**src/rtl/uart_reg_bridge_if.sv**
```systemverilog
// uart_reg_bridge_if: UART rx/tx handshake plus register bus seen by uart_reg_bridge.
interface uart_reg_bridge_if;
    logic       received;
    logic [7:0] rx_byte;
    logic       recv_error;
    logic       is_transmitting;
    logic       transmit;
    logic [7:0] tx_byte;
    logic [7:0] reg_addr;
    logic [7:0] reg_wdata;
    logic       reg_we;
    logic       reg_re;
    logic [7:0] reg_rdata;
    logic       busy;
    logic       frame_error;
    modport master (
        input  received, rx_byte, recv_error, is_transmitting, reg_rdata,
        output transmit, tx_byte, reg_addr, reg_wdata, reg_we, reg_re, busy, frame_error
    );
    modport slave (
        output received, rx_byte, recv_error, is_transmitting, reg_rdata,
        input  transmit, tx_byte, reg_addr, reg_wdata, reg_we, reg_re, busy, frame_error
    );
endinterface

```
**src/rtl/uart_reg_bridge.sv**
```systemverilog
// uart_reg_bridge: decodes 'W' addr data / 'R' addr frames from the UART into register bus cycles and a one-byte reply.
module uart_reg_bridge #(
    parameter int         TIMEOUT_CYCLES = 2000000,
    parameter int         TIMEOUT_W      = 21,
    parameter logic [7:0] ACK_BYTE       = 8'h06,
    parameter logic [7:0] NAK_BYTE       = 8'h15
) (
    input logic               clk,
    input logic               rst,
    uart_reg_bridge_if.master bus
);
    typedef enum logic [2:0] {IDLE, GET_ADDR, GET_DATA, WRITE, READ, READ_CAP, REPLY} state_t;
    localparam logic [7:0] CMD_W = 8'h57;
    localparam logic [7:0] CMD_R = 8'h52;
    state_t               r_state, w_next;
    logic                 r_op_wr;
    logic [7:0]           r_addr, r_wdata, r_tx;
    logic [TIMEOUT_W-1:0] r_cnt;
    logic                 r_ferr;
    logic                 w_cnt_state, w_rx_state, w_accept, w_timeout, w_abort, w_is_cmd;
    assign w_cnt_state = r_state == GET_ADDR || r_state == GET_DATA;
    assign w_rx_state  = r_state == IDLE || w_cnt_state;
    assign w_accept    = w_rx_state && bus.received && !bus.recv_error;
    // A byte arriving on the last allowed cycle still counts as in time.
    assign w_timeout   = w_cnt_state && !bus.received && r_cnt == TIMEOUT_W'(TIMEOUT_CYCLES - 1);
    assign w_abort     = (w_rx_state && bus.recv_error) || w_timeout;
    assign w_is_cmd    = bus.rx_byte == CMD_W || bus.rx_byte == CMD_R;
    always_ff @(posedge clk) begin
        r_state <= rst ? IDLE : w_next;
    end
    always_comb begin
        w_next = r_state;
        if (w_abort)
            w_next = IDLE;
        else
            case (r_state)
                IDLE:     if (w_accept) w_next = w_is_cmd ? GET_ADDR : REPLY;
                GET_ADDR: if (w_accept) w_next = r_op_wr ? GET_DATA : READ;
                GET_DATA: if (w_accept) w_next = WRITE;
                WRITE:    w_next = REPLY;
                READ:     w_next = READ_CAP;
                READ_CAP: w_next = REPLY;
                REPLY:    if (!bus.is_transmitting) w_next = IDLE;
                default:  w_next = IDLE;
            endcase
    end
    always_ff @(posedge clk) begin
        if (rst) begin
            r_op_wr <= 1'b0;
            r_addr  <= 8'h00;
            r_wdata <= 8'h00;
            r_tx    <= 8'h00;
            r_cnt   <= '0;
            r_ferr  <= 1'b0;
        end else begin
            r_cnt  <= (w_accept || !w_cnt_state) ? '0 : r_cnt + 1'b1;
            r_ferr <= w_abort;
            if (w_accept && r_state == IDLE) r_op_wr <= bus.rx_byte == CMD_W;
            if (w_accept && r_state == GET_ADDR) r_addr <= bus.rx_byte;
            if (w_accept && r_state == GET_DATA) r_wdata <= bus.rx_byte;
            if (w_accept && r_state == IDLE && !w_is_cmd) r_tx <= NAK_BYTE;
            else if (r_state == WRITE) r_tx <= ACK_BYTE;
            else if (r_state == READ_CAP) r_tx <= bus.reg_rdata;
        end
    end
    always_comb begin
        bus.transmit    = r_state == REPLY && !bus.is_transmitting;
        bus.tx_byte     = r_tx;
        bus.reg_addr    = r_addr;
        bus.reg_wdata   = r_wdata;
        bus.reg_we      = r_state == WRITE;
        bus.reg_re      = r_state == READ;
        bus.busy        = r_state != IDLE;
        bus.frame_error = r_ferr;
    end
endmodule

```
**src/flat_wrapper.sv**
```systemverilog
// flat-port wrapper written by rule: the top's interface ports become plain ports
module uart_reg_bridge_flat 
#(
    parameter int         TIMEOUT_CYCLES = 2000000,
    parameter int         TIMEOUT_W      = 21,
    parameter logic [7:0] ACK_BYTE       = 8'h06,
    parameter logic [7:0] NAK_BYTE       = 8'h15
)
  (clk, rst, bus_received, bus_rx_byte, bus_recv_error, bus_is_transmitting, bus_reg_rdata, bus_transmit, bus_tx_byte, bus_reg_addr, bus_reg_wdata, bus_reg_we, bus_reg_re, bus_busy, bus_frame_error);
  uart_reg_bridge_if bus_i ();
  input logic clk;
  input logic rst;
  input wire logic [$bits(bus_i.received)-1:0] bus_received;
  input wire logic [$bits(bus_i.rx_byte)-1:0] bus_rx_byte;
  input wire logic [$bits(bus_i.recv_error)-1:0] bus_recv_error;
  input wire logic [$bits(bus_i.is_transmitting)-1:0] bus_is_transmitting;
  input wire logic [$bits(bus_i.reg_rdata)-1:0] bus_reg_rdata;
  output wire logic [$bits(bus_i.transmit)-1:0] bus_transmit;
  output wire logic [$bits(bus_i.tx_byte)-1:0] bus_tx_byte;
  output wire logic [$bits(bus_i.reg_addr)-1:0] bus_reg_addr;
  output wire logic [$bits(bus_i.reg_wdata)-1:0] bus_reg_wdata;
  output wire logic [$bits(bus_i.reg_we)-1:0] bus_reg_we;
  output wire logic [$bits(bus_i.reg_re)-1:0] bus_reg_re;
  output wire logic [$bits(bus_i.busy)-1:0] bus_busy;
  output wire logic [$bits(bus_i.frame_error)-1:0] bus_frame_error;
  assign bus_i.received = bus_received;
  assign bus_i.rx_byte = bus_rx_byte;
  assign bus_i.recv_error = bus_recv_error;
  assign bus_i.is_transmitting = bus_is_transmitting;
  assign bus_i.reg_rdata = bus_reg_rdata;
  assign bus_transmit = bus_i.transmit;
  assign bus_tx_byte = bus_i.tx_byte;
  assign bus_reg_addr = bus_i.reg_addr;
  assign bus_reg_wdata = bus_i.reg_wdata;
  assign bus_reg_we = bus_i.reg_we;
  assign bus_reg_re = bus_i.reg_re;
  assign bus_busy = bus_i.busy;
  assign bus_frame_error = bus_i.frame_error;
  uart_reg_bridge #(.TIMEOUT_CYCLES(TIMEOUT_CYCLES), .TIMEOUT_W(TIMEOUT_W), .ACK_BYTE(ACK_BYTE), .NAK_BYTE(NAK_BYTE)) u_core (.clk(clk), .rst(rst), .bus(bus_i));
endmodule
```
**config.mk**
```make
export PLATFORM = sky130hd
export DESIGN_NAME = uart_reg_bridge_flat
export DESIGN_NICKNAME = d
export VERILOG_FILES = /design/src/rtl/uart_reg_bridge_if.sv /design/src/rtl/uart_reg_bridge.sv /design/src/flat_wrapper.sv
export SDC_FILE = /design/constraint.sdc
export NUM_CORES = 1
export LEC_CHECK = 0
export BUFFER_PORTS_ARGS = -buffer_cell sky130_fd_sc_hd__buf_2
export CAP_MARGIN = 20
export CORE_AREA = 2 2 67 69
export DETAILED_ROUTE_END_ITERATION = 7
export DIE_AREA = 0 0 69 71
export GPL_ROUTABILITY_DRIVEN = 0
export PLACE_DENSITY = 0.79
export SLEW_MARGIN = 20
export SYNTH_ARGS = -nofsm -noshare
export SYNTH_HDL_FRONTEND = slang
export SYNTH_SLANG_ARGS = --single-unit
export TNS_END_PERCENT = 1
```
**constraint.sdc**
```tcl
create_clock -name clk -period 3.15 [get_ports clk]
set_input_delay 0.1575 -clock clk [delete_from_list [all_inputs] [get_ports clk]]
set_output_delay 0.1575 -clock clk [all_outputs]
set_load 0.1 [all_outputs]
```
==> impl_metrics.csv, run 1 <==
group,metric,value,unit
synthesis,synthSimpleGateAreaFrac,27.4,%
floorplan,die-area,0.00490,sq mm
synthesis,synth_xor_area_share,3.96,%
synthesis,yosys.area.top_type,"dfxtp_1",
route,drt_first_pass_iters,4,
min_path,hp-class,"in2reg",
clock_tree,clkSinkCount,50,
global_route,first_global_vias,1788,
route,wl_per_cell,12.7,um
sta,worstMarginPinSlew,0.675,ns
synthesis,syn_nets,281,
route,route.detailed.drc,0,
global_route,grt_start_max_net_pins,26,
status,status,"finished clean",
worst_setup_path,worstSetupEndpointType,"primary output",
clock_tree,root_buffer,"clkbuf_8",
synthesis,synth.most_common_cell,"dfxtp_1",
layout,final_cell_area,0.00258,sq mm
power_and_ir_drop,ir_drop,0.000246,V
floorplan,core.rowCount,24,
route,ant_nets,0,
layout,final_layout_size_suffix_gt1_share,20.5,%
clock_tree,holdBufCountCts,0,
worst_setup_path,critPathKind,"reg2out",
sta,rsz0062_at_grt,"no",
route,drtIter0Drc,139,
synthesis,ys_ff_latch,50,
synthesis,syn_area_per_cell,8.54,sq um
placement,place_inst,347,
synthesis,postSynthCellCount,259,
power_and_ir_drop,p_leak,0.00111,uW
layout,stdcell_count,354,
synthesis,synth_area,0.00221,sq mm
worst_setup_path,critPathMaxStageDelay,0.53,ns
clock_tree,clk_path_buf_depth,2,
synthesis,yosysSeqAreaShare,45.3,%
clock_tree,numCtsBuffers,5,
floorplan,ioPinCount,50,
global_route,grt_pass1_wl,7570,um
floorplan,initial_core_util,52.6,%
synthesis,synthMuxAreaShare,7.70,%
global_route,antenna_found_initial,0,
synthesis,synthDistinctLibCells,43,
placement,port_buffers,49,
global_route,grt_overflow,0,
floorplan,placeableCoreArea,0.00420,sq mm
worst_setup_path,critical-path-slowest-cell,"dfxtp_1",
synthesis,yosysTopAreaCellShare,45.3,%
synthesis,synthArstFlopShare,0,%
placement,hpwl,3280,um
clock_tree,cts_setup_buffers,0,
floorplan,die_x,69,um
layout,area_growth,16.8,%
sta,tns,0,ns
sta,relSlewSlack,55.0,%
synthesis,synth_top_family_by_area,"simple AND/OR/NAND/NOR gates",
sta,fin_crit_sh,64.4,%
sta,fmax,493,MHz
clock_tree,clk_pin_slew,0.09,ns
route,vias,1958,
synthesis,yosysWarnings,0,
synthesis,synth_edf_count,0,
clock_tree,cts_tree,"built",
worst_setup_path,cp-start-kind,"register",
clock_tree,cts-htree-levels,2,
route,vias_per_cell,5.53,
worst_setup_path,critPathRequiredTime,2.99,ns
synthesis,ys_top_cells_by_count,"dfxtp_1 (50), nor2_1 (34), nand2_1 (24), a21oi_1 (21), mux2i_1 (17)",
flow_run,max-cap-violations,0,
layout,num-nets-final,324,
worst_setup_path,path_cells,"nor2b_1 > nand2_1 > inv_1 > buf_2",
layout,antennaDiodeCount,0,
power_and_ir_drop,powerDensity,495,mW/mm^2
sta,setup_violations,0,
sta,drv_slew,0,
synthesis,synth_fa_ha_area_share,0.566,%
global_route,grt_use_total,18.7,%
sta,hold_viol_final,0,
placement,placed_area,0.00247,sq mm
route,drt_wl_total,4510,um
synthesis,synth_area_leaders,"dfxtp_1 (45%), mux2i_1 (7.7%), nor2_1 (5.8%)",
sta,finClkSkew,0.00719,ns
floorplan,die_y,71,um
synthesis,ys.flop_type,"dfxtp_1",
synthesis,synth_compound_area_share,11.7,%
clock_tree,insertion_delay,0.30,ns
worst_setup_path,worstPathArrival,1.87,ns
sta,layout_min_cycle_time,2.03,ns
clock_tree,cts_resized,0,
worst_setup_path,cp_max_fo,12,
==> metrics by stage <==
| step | total power (uW) | hold WS (ns) | setup WS, ns | utilization, % |
|---|---|---|---|---|
| after floorplan | 798 | 0.294 | 0.990 | - |
| after global placement | 833 | 0.399 | 1.24 | 58.8 |
| after detailed placement | 834 | 0.403 | 1.19 | 58.8 |
| after CTS | 1290 | 0.0739 | 1.13 | 61.4 |
| after global routing | 1320 | 0.0774 | 1.01 | 61.4 |
| final | 1280 | 0.0781 | 1.12 | 61.4 |
==> per-layer routing <==
layer | global-route usage [%] | vias up | share of wire [%]
met5 | 0 | - | 0
met4 | 6.97 | 0 | 1.6
met3 | 4.70 | 6 | 4.6
met2 | 31.4 | 49 | 48
met1 | 23.4 | 911 | 46
li1 | - | 992 | -
==> placed cells by master (no fill, tap or decap), types with 3 or more instances in the layout <==
cell	instances
inv_1	6
or3_1	9
nand3_1	11
or4_1	6
o21ai_0	9
nor2_1	34
clkbuf_8	6
nand2_1	24
xnor2_1	7
a21oi_1	21
dfxtp_1	50
nand4_1	3
o31ai_1	3
buf_2	49
xor2_1	3
a31oi_1	3
mux2i_1	17
nor3_1	7
nand2b_1	5
==> sequential cells by signal, indices dropped and copies added, names as in the netlist <==
| register | flops |
|---|---|
| u_core.r_cnt | 21 |
| u_core.bus.reg_addr | 8 |
| u_core.bus.reg_wdata | 8 |
| u_core.bus.tx_byte | 8 |
| u_core.r_state | 3 |
| u_core.bus.frame_error | 1 |
| u_core.r_op_wr | 1 |
==> path summary, 6_finish.rpt <==
kind | startpoint | endpoint | slack, ns | cells after the start
max | u_core.r_state[0]$_SDFFE_PP0P_ | bus_reg_we | 1.12 | 4
min | bus_reg_rdata[6] | u_core.bus.tx_byte[6]$_SDFFE_PP0N_ | 0.08 | 3
max reg2reg | u_core.r_cnt[0]$_SDFF_PP0_ | u_core.r_cnt[20]$_SDFF_PP0_ | 1.15 | 5
min reg2reg | u_core.bus.tx_byte[5]$_SDFFE_PP0N_ | u_core.bus.tx_byte[5]$_SDFFE_PP0N_ | 0.45 | 2
==> kinds of logic after synthesis <==
family | Yosys count
xor+xnor | 10
buf+inv | 19
mux | 17
simple gates | 118
fa+ha+maj | 1
flops | 50
compound gates | 44
==> power by group <==
group	switching, uW	internal, uW
Clock	204	254
Sequential	11.8	642
Combinational	125	40.4
==> layout make-up <==
cell class	instances	area (sq um)
fill	396	1620
clock inverter	1	30.0
tap	52	65.1
clock buffer	6	82.6
multi-input combinational	190	1140
inverter	6	22.5
timing repair buffer	49	245
sequential	50	1000
==> critical path: cells and delay by family (launching register included) <==
kind / cells / cell delay, ns
buffers and inverters: 2 / 0.55
flip-flops: 1 / 0.53
AND/OR/NAND/NOR: 2 / 0.48
No activity file was read; power rests on OpenSTA's default activity.
==> inputs of run 2 (changes only) <==
Settings changed: ABC_AREA set to 1, CORE_AREA 2 2 67 69 to 2 2 73 75, DIE_AREA 0 0 69 71 to 0 0 75 77, PLACE_DENSITY 0.79 to 0.74.
Clock period 3.15 ns to 1.8 ns, I/O delays scaled along.
==> impl_metrics.csv, run 2 <==
group,metric,value,unit
status,status,"finished clean",
worst_setup_path,worstPathArrival,1.57,ns
sta,layout_min_cycle_time,1.66,ns
layout,largest-register,"u_core.r_cnt",
sta,fin_crit_sh,92.2,%
synthesis,synthDistinctLibCells,26,
route,route.detailed.drc,0,
synthesis,postSynthCellCount,336,
synthesis,ys_ff_latch,50,
sta,worstMarginPinSlew,0.527,ns
floorplan,initial_core_util,47.3,%
worst_setup_path,critPathRequiredTime,1.71,ns
layout,num-nets-final,409,
route,vias_per_cell,4.83,
global_route,first_global_vias,2028,
floorplan,die_y,77,um
layout,mostFrequentLayoutCells,"nand2_1 (81), nor2_1 (58), dfxtp_1 (50)",
worst_setup_path,cp-start-kind,"register",
synthesis,yosysSeqAreaShare,42.6,%
worst_setup_path,startpoint,"u_core.r_state[0]$_SDFFE_PP0P_",
clock_tree,root_buffer,"clkbuf_8",
clock_tree,cts_setup_buffers,0,
min_path,hp-class,"in2reg",
global_route,grt_start_max_net_pins,20,
synthesis,synth.most_common_cell,"nand2_1",
sta,finClkSkew,0.0123,ns
global_route,grt_pass1_wl,8550,um
synthesis,syn_nets,358,
sta,fmax,602,MHz
power_and_ir_drop,power,2290,uW
clock_tree,clk_pin_slew,0.10,ns
layout,final_cell_area,0.00277,sq mm
clock_tree,clk_path_buf_depth,2,
floorplan,die_x,75,um
clock_tree,insertion_delay,0.30,ns
worst_setup_path,cp_max_fo,6,
global_route,antenna_found_initial,0,
placement,placed_area,0.00265,sq mm
route,drtIter0Drc,145,
power_and_ir_drop,p_leak,0.00116,uW
placement,port_buffers,49,
sta,relSlewSlack,64.8,%
floorplan,core.rowCount,26,
synthesis,yosys.area.top_type,"dfxtp_1",
clock_tree,numCtsBuffers,5,
global_route,grt_overflow,0,
synthesis,yosysWarnings,0,
layout,utilization,55.6,%
synthesis,synthArstFlopShare,0,%
clock_tree,cts_tree,"built",
worst_setup_path,reg2reg_from,"u_core.r_state[0]$_SDFFE_PP0P_",
sta,tns,0,ns
synthesis,synth_area_leaders,"dfxtp_1 (43%), nand2_1 (13%), nor2_1 (9.4%)",
clock_tree,clkSinkCount,50,
layout,area_growth,17.7,%
synthesis,synth_edf_count,0,
layout,final_layout_size_suffix_gt1_share,20.6,%
placement,hpwl,3750,um
floorplan,placeableCoreArea,0.00498,sq mm
sta,hold_viol_final,0,
floorplan,ioPinCount,50,
sta,setup_violations,0,
route,ant_nets,0,
flow_run,max-cap-violations,0,
synthesis,synth_area,0.00235,sq mm
route,drt_first_pass_iters,4,
floorplan,die-area,0.00578,sq mm
power_and_ir_drop,ir_drop,0.000404,V
route,vias,2214,
synthesis,ys.flop_type,"dfxtp_1",
route,wl_per_cell,11.0,um
clock_tree,cts-htree-levels,2,
layout,antennaDiodeCount,0,
route,drt_wl_total,5040,um
layout,layout_commonest_cell,"nand2_1",
worst_setup_path,critPathKind,"reg2out",
layout,largest_register_ffs,21,
sta,drv_slew,0,
worst_setup_path,worstSetupEndpointType,"primary output",
min_path,hold_start,"bus_reg_rdata[1]",
synthesis,yosysTopAreaCellShare,42.6,%
synthesis,ys_top_cells_by_count,"nand2_1 (81), nor2_1 (59), dfxtp_1 (50), inv_1 (31), a21oi_1 (30)",
synthesis,syn_area_per_cell,7.00,sq um
power_and_ir_drop,powerDensity,827,mW/mm^2
sta,rsz0062_at_grt,"no",
global_route,grt_use_total,18.5,%
run 2: changes by cell type after synthesis, moves of 4 or more:
cell and delta:
a21oi_1 +9, nand3_2 +4, clkbuf_1 -10, or3_1 -9
nand2b_1 -5, xnor2_1 -5, o21ai_0 +15, inv_1 +25
nor2_1 +25, nor3_1 -4, mux2i_1 -17, or4_1 -6
nand2_1 +57
run 2: worst paths after layout:
check	depth (start not counted)	slack, ns	end
min reg2reg	1	0.46	u_core.r_cnt[0]$_SDFF_PP0_
max	5	0.14	bus_busy
min	3	0.02	u_core.bus.tx_byte[1]$_SDFFE_PP0P_
max reg2reg	6	0.25	u_core.bus.reg_wdata[6]$_SDFFE_PP0P_
run 2: layout make-up:
type,count,area (sq um)
repair buffers,49,248
well taps,70,87.6
inverters,34,128
clock inverters,2,38.8
flip-flops and latches,50,1000
fillers,490,2210
multi-input cells,247,1180
clock buffers,6,82.6
run 2: cell families (layout without fill, tap and decap cells):
logic type / after synthesis / in the layout / share of synthesized area, %
and+or+nand+nor: 181 / 181 / 34.4
AOI/OAI and AO/OA: 60 / 60 / 13.5
DFF: 50 / 50 / 42.6
buffers and inverters: 39 / 91 / 7.23
xor gates and xnor gates: 5 / 5 / 1.86
adders and majority gates: 1 / 1 / 0.532
run 2: power breakdown:
group	internal (uW)	switching, uW
Combinational	65.6	247
Sequential	1130	17.4
Clock	457	374
run 2: metal layers:
metal	wire length [um]	track usage [%]	vias to the layer above
met3	241	4.47	2
li1	-	-	1177
met1	2400	24.6	989
met2	2360	29.4	46
met4	40	5.54	0
met5	0	0	-
run 2: repair_timing:
| item | CTS | global route |
|---|---|---|
| setup endpoints to repair | 0 | 1 |
| resized for setup | 0 | 1 |
| hold buffers | 0 | 0 |
run 2: worst max-delay path, cell delays in order (launching register included):
cell,delay (ns)
dfxtp_1,0.50
nor2_4,0.09
inv_1,0.09
nor2_1,0.07
inv_2,0.09
buf_2,0.43
run 2: per-stage QoR:
stage	instances	hold WS (ns)	worst slack, ns
after global placement	450	0.338	0.327
after global routing	458	0.0242	0.0416
after CTS	458	0.0107	0.114
after detailed placement	450	0.343	0.278
after floorplan	336	0.159	0.211
final	458	0.0196	0.140
==> inputs of run 3 (changes only) <==
Settings changed: BUFFER_PORTS_ARGS -buffer_cell sky130_fd_sc_hd__buf_2 to -buffer_cell sky130_fd_sc_hd__buf_4.
==> impl_metrics.csv, run 3 (synthesized netlist as in run 2, its figures left out) <==
group,metric,value,unit
sta,layout_min_cycle_time,1.57,ns
route,vias_per_cell,4.94,
clock_tree,clk_path_buf_depth,2,
clock_tree,root_buffer,"clkbuf_8",
layout,largest-register,"u_core.r_cnt",
floorplan,die-area,0.00578,sq mm
placement,place_inst,450,
layout,mostFrequentLayoutCells,"nand2_1 (81), nor2_1 (58), dfxtp_1 (50)",
global_route,grt_use_met1,26.1,%
route,drtIter0Drc,140,
sta,finClkSkew,0.00912,ns
placement,hpwl,3920,um
layout,nFillCells,506,
min_path,hold_start,"rst",
route,ant_nets,0,
flow_run,max-cap-violations,0,
global_route,first_global_vias,2120,
layout,layout_commonest_cell,"nand2_1",
layout,area_growth,23.5,%
clock_tree,clkSinkCount,50,
worst_setup_path,critPathRequiredTime,1.71,ns
sta,hold_viol_final,0,
worst_setup_path,r2r_cells,6,
status,status,"finished clean",
route,drt_first_pass_iters,4,
clock_tree,numCtsBuffers,5,
global_route,antenna_found_initial,0,
sta,setup_violations,0,
route,drt_wl_total,5300,um
clock_tree,cts_tree,"built",
global_route,grt_start_max_net_pins,20,
layout,utilization,58.4,%
sta,tns,0,ns
layout,largest_register_ffs,21,
floorplan,die_y,77,um
floorplan,initial_core_util,47.3,%
clock_tree,cts-htree-levels,2,
sta,relSlewSlack,66.5,%
power_and_ir_drop,ir_drop,0.000489,V
global_route,gr-usage-met3,4.86,%
min_path,whs_path_depth,2,
min_path,hp-class,"in2reg",
global_route,grt_overflow,0,
sta,fmax,636,MHz
power_and_ir_drop,power,2420,uW
worst_setup_path,worstPathArrival,1.48,ns
worst_setup_path,reg2reg_from,"u_core.r_state[0]$_SDFFE_PP0P_",
global_route,grt_use_total,19.7,%
global_route,grt_pass1_wl,9140,um
floorplan,placeableCoreArea,0.00498,sq mm
worst_setup_path,cp_max_fo,7,
min_path,worstHoldEndpoint,"u_core.bus.tx_byte[2]$_SDFFE_PP0P_",
clock_tree,cts_setup_buffers,0,
sta,fin_crit_sh,87.4,%
layout,final_layout_size_suffix_gt1_share,20.6,%
floorplan,core.rowCount,26,
route,vias,2264,
sta,rsz0062_at_grt,"no",
clock_tree,insertion_delay,0.30,ns
route,wl_per_cell,11.6,um
global_route,met2_usage,30.9,%
sta,drv_slew,0,
floorplan,die_x,75,um
clock_tree,clk_pin_slew,0.10,ns
clock_tree,cts_resized,0,
worst_setup_path,timing.rr.end,"u_core.bus.reg_wdata[6]$_SDFFE_PP0P_",
floorplan,ioPinCount,50,
placement,port_buffers,49,
layout,stdcell_count,458,
worst_setup_path,critPathKind,"reg2out",
layout,num-nets-final,409,
sta,worstMarginPinSlew,0.502,ns
layout,antennaDiodeCount,0,
layout,multiInputGateArea,0.00118,sq mm
placement,pre_cts_ws,0.280,ns
layout,regArea,0.00100,sq mm
power_and_ir_drop,p_leak,0.00119,uW
sta,setup_slack,0.227,ns
worst_setup_path,worstSetupEndpointType,"primary output",
clock_tree,holdBufCountCts,0,
global_route,top_usage_layer,"met2",
power_and_ir_drop,powerDensity,833,mW/mm^2
route,route.detailed.drc,0,
worst_setup_path,reg2reg_slack,0.25,ns
worst_setup_path,cp-start-kind,"register",
[run 3: changes by cell type in the layout (fill, tap and decap cells not counted)]
cell       change
buf_2         -48
buf_4         +49
bufinv_16      +1
clkbuf_4       -1
clkbuf_8       -1
clkinv_4       +1
inv_6          -1
[run 3: layout make-up]
class | count | area share [%]
Clock inverter | 3 | 2.37
Clock buffer | 5 | 2.37
Sequential cell | 50 | 34.5
Inverter | 34 | 4.39
Multi-Input combinational cell | 247 | 40.7
Timing Repair Buffer | 49 | 12.7
Tap cell | 70 | 3.01
[run 3: per-layer routing]
layer	wire length [um]	up-vias
met5	0	-
met4	71	0
met3	265	7
met2	2480	47
met1	2480	1034
li1	-	1176
[run 3: per-stage QoR]
stage | area [sq um] | hold WS [ns]
2_1_floorplan | 2350 | 0.159
3_3_place_gp | 2770 | 0.333
3_5_place_dp | 2770 | 0.334
4_1_cts | 2910 | 0.00400
5_1_grt | 2910 | 0.0257
6_report | 2910 | 0.0114
[run 3: worst max-delay path by stage]
stage | startpoint | to | slack, ns | cells after the start
6_report | u_core.r_state[1]$_SDFFE_PP0P_ | bus_reg_we | 0.23 | 3
2_1_floorplan | u_core.r_state[1]$_SDFFE_PP0P_ | u_core.bus.tx_byte[1]$_SDFFE_PP0P_ | 0.21 | 4
3_3_place_gp | u_core.r_cnt[0]$_SDFF_PP0_ | u_core.r_state[2]$_SDFFE_PP0P_ | 0.34 | 8
4_1_cts | u_core.r_state[1]$_SDFFE_PP0P_ | bus_reg_we | 0.22 | 3
3_5_place_dp | u_core.r_cnt[0]$_SDFF_PP0_ | u_core.r_state[2]$_SDFFE_PP0P_ | 0.28 | 8
5_1_grt | u_core.r_state[0]$_SDFFE_PP0P_ | u_core.bus.reg_wdata[4]$_SDFFE_PP0P_ | 0.05 | 6
[run 3: report_power, final]
group | internal, uW | leakage, uW | switching [uW]
registers | 1130 | 0.000404 | 19.0
clock network | 557 | 0.0000683 | 382
logic | 89.1 | 0.000714 | 247
[run 3: worst max-delay path: stages, from the launching register on]
cell and delay [ns]:
dfxtp_1 0.51, nand3_1 0.24, inv_1 0.13, buf_4 0.30
